<file path="src/rtl/dmem_access_unit_if.sv">
// Word-wide data-memory bus between the access unit (master) and memory (slave).
// One transfer completes on any cycle with dmem_req and dmem_ready both high.
interface dmem_access_unit_if;
  logic        dmem_req;
  logic        dmem_we;
  logic [31:0] dmem_addr;
  logic [31:0] dmem_wdata;
  logic [3:0]  dmem_be;
  logic        dmem_ready;
  logic [31:0] dmem_rdata;

  modport master (
    output dmem_req, dmem_we, dmem_addr, dmem_wdata, dmem_be,
    input  dmem_ready, dmem_rdata
  );

  modport slave (
    input  dmem_req, dmem_we, dmem_addr, dmem_wdata, dmem_be,
    output dmem_ready, dmem_rdata
  );
endinterface

</file>
<file path="src/rtl/dmem_access_unit.sv">
// M-stage load/store unit: latches one access, runs a single bus transfer, formats load data.
// Accept-to-load_valid is 2 cycles minimum; stall holds the pipeline until dmem_ready or timeout.
module dmem_access_unit #(
  parameter int MAX_WAIT = 255
) (
  input  logic                      clk,
  input  logic                      rst,
  input  logic                      mem_valid,
  input  logic                      mem_we,
  input  logic [2:0]                LdSel,
  input  logic [31:0]               addr,
  input  logic [31:0]               wdata,
  output logic                      stall,
  output logic [31:0]               load_data,
  output logic                      load_valid,
  output logic                      misalign,
  output logic                      bus_err,
  dmem_access_unit_if.master        dmem
);

  localparam logic [1:0] IDLE = 2'd0;
  localparam logic [1:0] REQ  = 2'd1;
  localparam logic [1:0] WAIT = 2'd2;
  localparam logic [1:0] DONE = 2'd3;

  localparam logic [7:0] LAST_WAIT = 8'(MAX_WAIT - 1);

  logic [1:0]  state;
  logic [1:0]  state_nxt;
  logic [7:0]  wait_cnt;
  logic        we_q;
  logic [2:0]  ldsel_q;
  logic [31:0] addr_q;
  logic [31:0] wdata_q;
  logic        timeout_q;

  logic        code_ok;
  logic        aligned;
  logic        accept;
  logic        in_bus;
  logic        xfer_done;
  logic        timeout;
  logic [15:0] rd_lane;
  logic [31:0] load_fmt;

  always_comb begin
    case (LdSel)
      3'b000, 3'b001, 3'b010, 3'b100, 3'b101: code_ok = 1'b1;
      default:                                code_ok = 1'b0;
    endcase
    case (LdSel[1:0])
      2'b01:   aligned = ~addr[0];
      2'b10:   aligned = (addr[1:0] == 2'b00);
      default: aligned = 1'b1;
    endcase
  end

  assign accept    = (state == IDLE) && mem_valid && code_ok && aligned;
  assign misalign  = (state == IDLE) && mem_valid && !(code_ok && aligned);
  assign in_bus    = (state == REQ) || (state == WAIT);
  assign xfer_done = in_bus && dmem.dmem_ready;
  // The last permitted WAIT cycle still completes if ready arrives in it.
  assign timeout   = (state == WAIT) && !dmem.dmem_ready && (wait_cnt == LAST_WAIT);

  always_comb begin
    state_nxt = state;
    case (state)
      IDLE:    if (accept) state_nxt = REQ;
      REQ:     state_nxt = dmem.dmem_ready ? DONE : WAIT;
      WAIT:    if (dmem.dmem_ready || timeout) state_nxt = DONE;
      DONE:    state_nxt = IDLE;
      default: state_nxt = IDLE;
    endcase
  end

  always_ff @(posedge clk) begin
    if (rst) begin
      state     <= IDLE;
      wait_cnt  <= 8'd0;
      we_q      <= 1'b0;
      ldsel_q   <= 3'b000;
      addr_q    <= 32'd0;
      wdata_q   <= 32'd0;
      timeout_q <= 1'b0;
      load_data <= 32'd0;
    end else begin
      state     <= state_nxt;
      timeout_q <= timeout;
      if (accept) begin
        we_q    <= mem_we;
        ldsel_q <= LdSel;
        addr_q  <= addr;
        wdata_q <= wdata;
      end
      if (accept) begin
        wait_cnt <= 8'd0;
      end else if (state == WAIT) begin
        wait_cnt <= wait_cnt + 8'd1;
      end
      if (xfer_done && !we_q) begin
        load_data <= load_fmt;
      end else if (timeout) begin
        load_data <= 32'd0;
      end
    end
  end

  assign dmem.dmem_req  = in_bus;
  assign dmem.dmem_we   = in_bus && we_q;
  assign dmem.dmem_addr = {addr_q[31:2], 2'b00};

  always_comb begin
    case (ldsel_q[1:0])
      2'b00:   dmem.dmem_wdata = {4{wdata_q[7:0]}};
      2'b01:   dmem.dmem_wdata = {2{wdata_q[15:0]}};
      default: dmem.dmem_wdata = wdata_q;
    endcase
    if (!in_bus) begin
      dmem.dmem_be = 4'b0000;
    end else if (!we_q) begin
      dmem.dmem_be = 4'b1111;
    end else begin
      case (ldsel_q[1:0])
        2'b00:   dmem.dmem_be = 4'b0001 << addr_q[1:0];
        2'b01:   dmem.dmem_be = addr_q[1] ? 4'b1100 : 4'b0011;
        default: dmem.dmem_be = 4'b1111;
      endcase
    end
  end

  // Move the addressed byte/half down to bit 0 before extending.
  assign rd_lane = 16'(dmem.dmem_rdata >> {addr_q[1:0], 3'b000});

  always_comb begin
    case (ldsel_q)
      3'b000:  load_fmt = {{24{rd_lane[7]}}, rd_lane[7:0]};
      3'b001:  load_fmt = {{16{rd_lane[15]}}, rd_lane};
      3'b100:  load_fmt = {24'd0, rd_lane[7:0]};
      3'b101:  load_fmt = {16'd0, rd_lane};
      default: load_fmt = dmem.dmem_rdata;
    endcase
  end

  assign stall      = accept || in_bus;
  assign load_valid = (state == DONE) && !we_q && !timeout_q;
  assign bus_err    = (state == DONE) && timeout_q;

endmodule

</file>
<file path="src/flat_wrapper.sv">
// flat-port wrapper written by rule: the top's interface ports become plain ports
module dmem_access_unit_flat 
#(
  parameter int MAX_WAIT = 255
)
  (clk, rst, mem_valid, mem_we, LdSel, addr, wdata, stall, load_data, load_valid, misalign, bus_err, dmem_dmem_req, dmem_dmem_we, dmem_dmem_addr, dmem_dmem_wdata, dmem_dmem_be, dmem_dmem_ready, dmem_dmem_rdata);
  dmem_access_unit_if dmem_i ();
  input  logic clk;
  input  logic rst;
  input  logic mem_valid;
  input  logic mem_we;
  input  logic [2:0] LdSel;
  input  logic [31:0] addr;
  input  logic [31:0] wdata;
  output logic stall;
  output logic [31:0] load_data;
  output logic load_valid;
  output logic misalign;
  output logic bus_err;
  output wire logic [$bits(dmem_i.dmem_req)-1:0] dmem_dmem_req;
  output wire logic [$bits(dmem_i.dmem_we)-1:0] dmem_dmem_we;
  output wire logic [$bits(dmem_i.dmem_addr)-1:0] dmem_dmem_addr;
  output wire logic [$bits(dmem_i.dmem_wdata)-1:0] dmem_dmem_wdata;
  output wire logic [$bits(dmem_i.dmem_be)-1:0] dmem_dmem_be;
  input wire logic [$bits(dmem_i.dmem_ready)-1:0] dmem_dmem_ready;
  input wire logic [$bits(dmem_i.dmem_rdata)-1:0] dmem_dmem_rdata;
  assign dmem_dmem_req = dmem_i.dmem_req;
  assign dmem_dmem_we = dmem_i.dmem_we;
  assign dmem_dmem_addr = dmem_i.dmem_addr;
  assign dmem_dmem_wdata = dmem_i.dmem_wdata;
  assign dmem_dmem_be = dmem_i.dmem_be;
  assign dmem_i.dmem_ready = dmem_dmem_ready;
  assign dmem_i.dmem_rdata = dmem_dmem_rdata;
  dmem_access_unit #(.MAX_WAIT(MAX_WAIT)) u_core (.clk(clk), .rst(rst), .mem_valid(mem_valid), .mem_we(mem_we), .LdSel(LdSel), .addr(addr), .wdata(wdata), .stall(stall), .load_data(load_data), .load_valid(load_valid), .misalign(misalign), .bus_err(bus_err), .dmem(dmem_i));
endmodule
</file>
<file path="config.mk">
export PLATFORM = sky130hd
export DESIGN_NAME = dmem_access_unit_flat
export DESIGN_NICKNAME = d
export VERILOG_FILES = /design/src/rtl/dmem_access_unit_if.sv /design/src/rtl/dmem_access_unit.sv /design/src/flat_wrapper.sv
export SDC_FILE = /design/constraint.sdc
export NUM_CORES = 1
export LEC_CHECK = 0
export BUFFER_PORTS_ARGS = -buffer_cell sky130_fd_sc_hd__buf_2
export CORE_ASPECT_RATIO = 0.5
export CORE_MARGIN = 2
export CORE_UTILIZATION = 25
export DETAILED_ROUTE_END_ITERATION = 10
export PLACE_DENSITY = 0.58
export SYNTH_ARGS = -nofsm -noshare
export SYNTH_HDL_FRONTEND = slang
export SYNTH_SLANG_ARGS = --single-unit
export TNS_END_PERCENT = 50
</file>
<file path="constraint.sdc">
create_clock -name clk -period 1.9 [get_ports clk]
set_input_delay 0.095 -clock clk [delete_from_list [all_inputs] [get_ports clk]]
set_output_delay 0.095 -clock clk [all_outputs]
set_load 0.05 [all_outputs]
</file>
==> key figures <==
Clock tree
  • CTS tree: built
  • CTS Buf Count: 9
  • Clk slew on worst S/H paths: 70 ps
  • Clock Path Buffers: 2
  • Clock tree root driver cell: clkbuf_16
  • Worst skew pair latency: 360 ps
  • H-tree lvl count: 3
  • Clock sinks: 111

Job
  • Max_cap viols: 0

Global routing
  • Vias in the first global route: 5289
  • Final global-route overflow total: 0
  • First-pass GRT wire length: 26.8 mm
  • Total GRT Usage: 0.153
  • Initial antenna violation count: 1
  • Largest net degree at the start of global routing: 69

Cells and area
  • Post-route insts no fill: 1170
  • Fin nets: 1005
  • Layout cells sized above 1: 0.310
  • Area grow syn2layout: 43.7%

Die
  • Die ar.: 22400 um2
  • Initial Utilization: 0.256
  • Boundary Pins: 210
  • Cell row count: 37
  • Die height: 107 um
  • Core box area: 20600 um2
  • Die width: 210 um

Synthesis
  • Synthesized area: 5280 um2
  • Ys Warns: 0
  • Top_reg_cell synth: dfxtp_1
  • Asr flop ratio synth: 0
  • Post-synth EDFFs: 0
  • Post-Syn Instances: 646
  • Synth unique cells: 51
  • Seq/Total Area, Yosys: 0.421
  • Synth Register Bits: 111
  • Post-Syn Area per Cell: 8.17 um2

Power and ir drop
  • Total Power: 8.04 mW
  • Max IR drop VDD: 0.455 mV
  • P_leak: 3.32 nW
  • Power Density: 1060 nW/um2

Setup path
  • Critical path, cell by cell: inv_2 -> ha_2 -> nand2b_1 -> o31a_4 -> and2_4 -> a221o_1
  • Data arrival, critical path: 2090 ps
  • FF-to-FF setup slack: 60 ps
  • CP max-delay cell: a221o_1
  • FF-to-FF End: u_core.load_data[17]
  • FF-to-FF path depth: 6
  • Delay-heaviest family, CP: compound AO/OA/AOI/OAI gates
  • CP required: 2150 ps
  • CP max stage delay: 370 ps
  • Worst setup path class: register to register
  • Critical path capture point type: register
  • Worst-path fanout max: 25
  • Crit path launch type: register
  • FF-to-FF Start: u_core.state[0]
  • Buf+Inv Stages, Crit Path: 1

STA
  • Period utilization: 0.967
  • Slew HR: 0.487
  • Slew Viols, Final: 0
  • Fmax: 544 MHz
  • Tightest Pin Transition: 770 ps
  • Final Hold Fails: 0
  • Final setup fails: 0
  • Final worst slack: 62.5 ps
  • Unrepaired setup endpoints after global routing: yes
  • Final setup skew: 5.31 ps
  • Final worst path period need: 1840 ps

Route
  • Via density: 4.55
  • TritonRoute pass-1 iters: 7
  • Initial DRC count: 288
  • Via count: 5320
  • # DRC: 0
  • Antenna violation net count after detailed routing: 0
  • Post-Route WL: 17.2 mm
  • Routed len/inst: 14.7 um

Placement
  • Cells after DPL: 1064
  • Pre-CTS setup slack: -101 ps
  • Port Buf Inserts: 207
  • Placer congestion estimate: 0.772
  • HPWL Detailed: 12.0 mm

Run status
  • Outcome: complete, no violations

Hold path
  • Worst Hold End: u_core.load_data[11]
  • Hold depth: 3
  • Worst hold path startpoint: dmem_dmem_rdata[11]
  • Hold crit path type: input port to register
cell usage in the layout (no fill, tap or decap), types with 4 or more instances in the layout:
master and count:
a221o_1 16, xor2_1 5, mux2_2 17, o221ai_1 7, buf_2 203, ha_1 8
nand2_1 180, clkbuf_16 9, o21ai_0 6, dfxtp_1 107, buf_4 20, inv_1 11
dlygate4sd3_1 87, o211ai_1 8, a21oi_1 88, nor2_1 24, dfxtp_2 4, a22oi_1 6
nand2b_1 5, buf_12 4, o21ai_1 8, mux2i_1 17
per-stage QoR:
stage,utilization,hold slack [ps],area (um2),TNS [ps]
after floorplan,-,231,5310,-379
after global placement,0.309,335,6370,-452
after detailed placement,0.309,343,6370,-1320
after CTS,0.366,7.20,7550,0
after global routing,0.367,18.6,7580,-287
final,0.367,34.1,7580,0
sequential cells by signal, summed over array words and instances (netlist names):
signal / count
u_core.timeout_q: 1
u_core.load_data: 32
u_core.wait_cnt: 8
u_core.state: 2
u_core.wdata_q: 32
u_core.addr_q: 32
u_core.ldsel_q: 3
u_core.we_q: 1
worst register-to-register path, stage by stage (launching register included):
cell      delay, ps
dfxtp_2         350
inv_2           110
ha_2            250
nand2b_1        120
o31a_4          290
and2_4          230
a221o_1         380
layout make-up:
class	instances	area [um2]
clock inverters	4	30.0
inverters	13	48.8
clock buffers	12	256
fillers	2140	13100
well taps	273	342
flip-flops and latches	111	2230
multi-input cells	440	2540
diodes	1	2.50
repair buffers	316	2140
report_power, final:
group | switching [mW] | leakage [nW] | internal, mW
clock network | 0.900 | 0.139 | 0.965
logic | 2.33 | 2.28 | 1.03
registers | 0.198 | 0.902 | 2.63
logic make-up (layout without fill, tap and decap cells):
family,Yosys count,count (layout),share of synthesized area
DFF,111,111,0.421
xor gates and xnor gates,7,7,0.0116
AOI/OAI and AO/OA,152,152,0.182
other,1,3,0.000710
buffers and inverters,96,345,0.104
muxes,35,35,0.0728
and+or+nand+nor,234,234,0.184
adders and majority gates,10,10,0.0237
cell usage after synthesis, types with 2 or more instances:
cell | instances | area (um2)
inv_1 | 13 | 48.8
dfxtp_1 | 111 | 2220
buf_4 | 41 | 308
buf_1 | 4 | 15.0
xnor2_1 | 2 | 17.5
buf_2 | 5 | 25.0
mux2_2 | 17 | 191
a32o_1 | 2 | 20.0
nand3_1 | 3 | 15.0
mux2i_1 | 17 | 170
ha_1 | 10 | 125
nand3b_1 | 3 | 22.5
a21oi_1 | 88 | 440
a22oi_1 | 6 | 45.0
and2_1 | 2 | 12.5
nand2b_1 | 5 | 31.3
o211ai_1 | 8 | 60.1
nand2_1 | 180 | 676
nand4_1 | 2 | 12.5
buf_8 | 2 | 30.0
clkbuf_1 | 30 | 113
xor2_1 | 5 | 43.8
a221o_1 | 16 | 160
nor2b_1 | 2 | 12.5
o221ai_1 | 7 | 61.3
nor2_1 | 27 | 101
or3_1 | 2 | 12.5
o21ai_0 | 13 | 65.1
metal layers:
metal  up-vias  global-route usage  part of all wire
met1      2535               0.183              0.45
met2       119               0.269              0.49
met5         -                   0                 0
met4         0              0.0512             0.019
met3        26              0.0419             0.040
li1       2640                   -                 -
repair_timing:
item / 4_1_cts / 5_1_grt
hold endpoints to repair: 87 / 0
gates resized for setup: 2 / 9
pin swaps: 1 / 2
setup endpoints to repair: 18 / 29
setup buffers: 1 / 1
hold buffers: 87 / 0
worst max path at each step:
stage / start / end / slack [ps] / cells past startpoint
6_report: u_core.state[0] / u_core.load_data[17] / 60 / 6
5_1_grt: u_core.state[0] / u_core.load_data[19] / -30 / 6
3_5_place_dp: u_core.state[0] / u_core.load_data[17] / -100 / 6
2_1_floorplan: u_core.ldsel_q[0] / dmem_dmem_wdata[31] / -330 / 4
4_1_cts: addr[1] / stall / 3 / 6
3_3_place_gp: u_core.state[0] / u_core.load_data[23] / -30 / 6
Note: power is estimated with default switching activity, not from simulation.
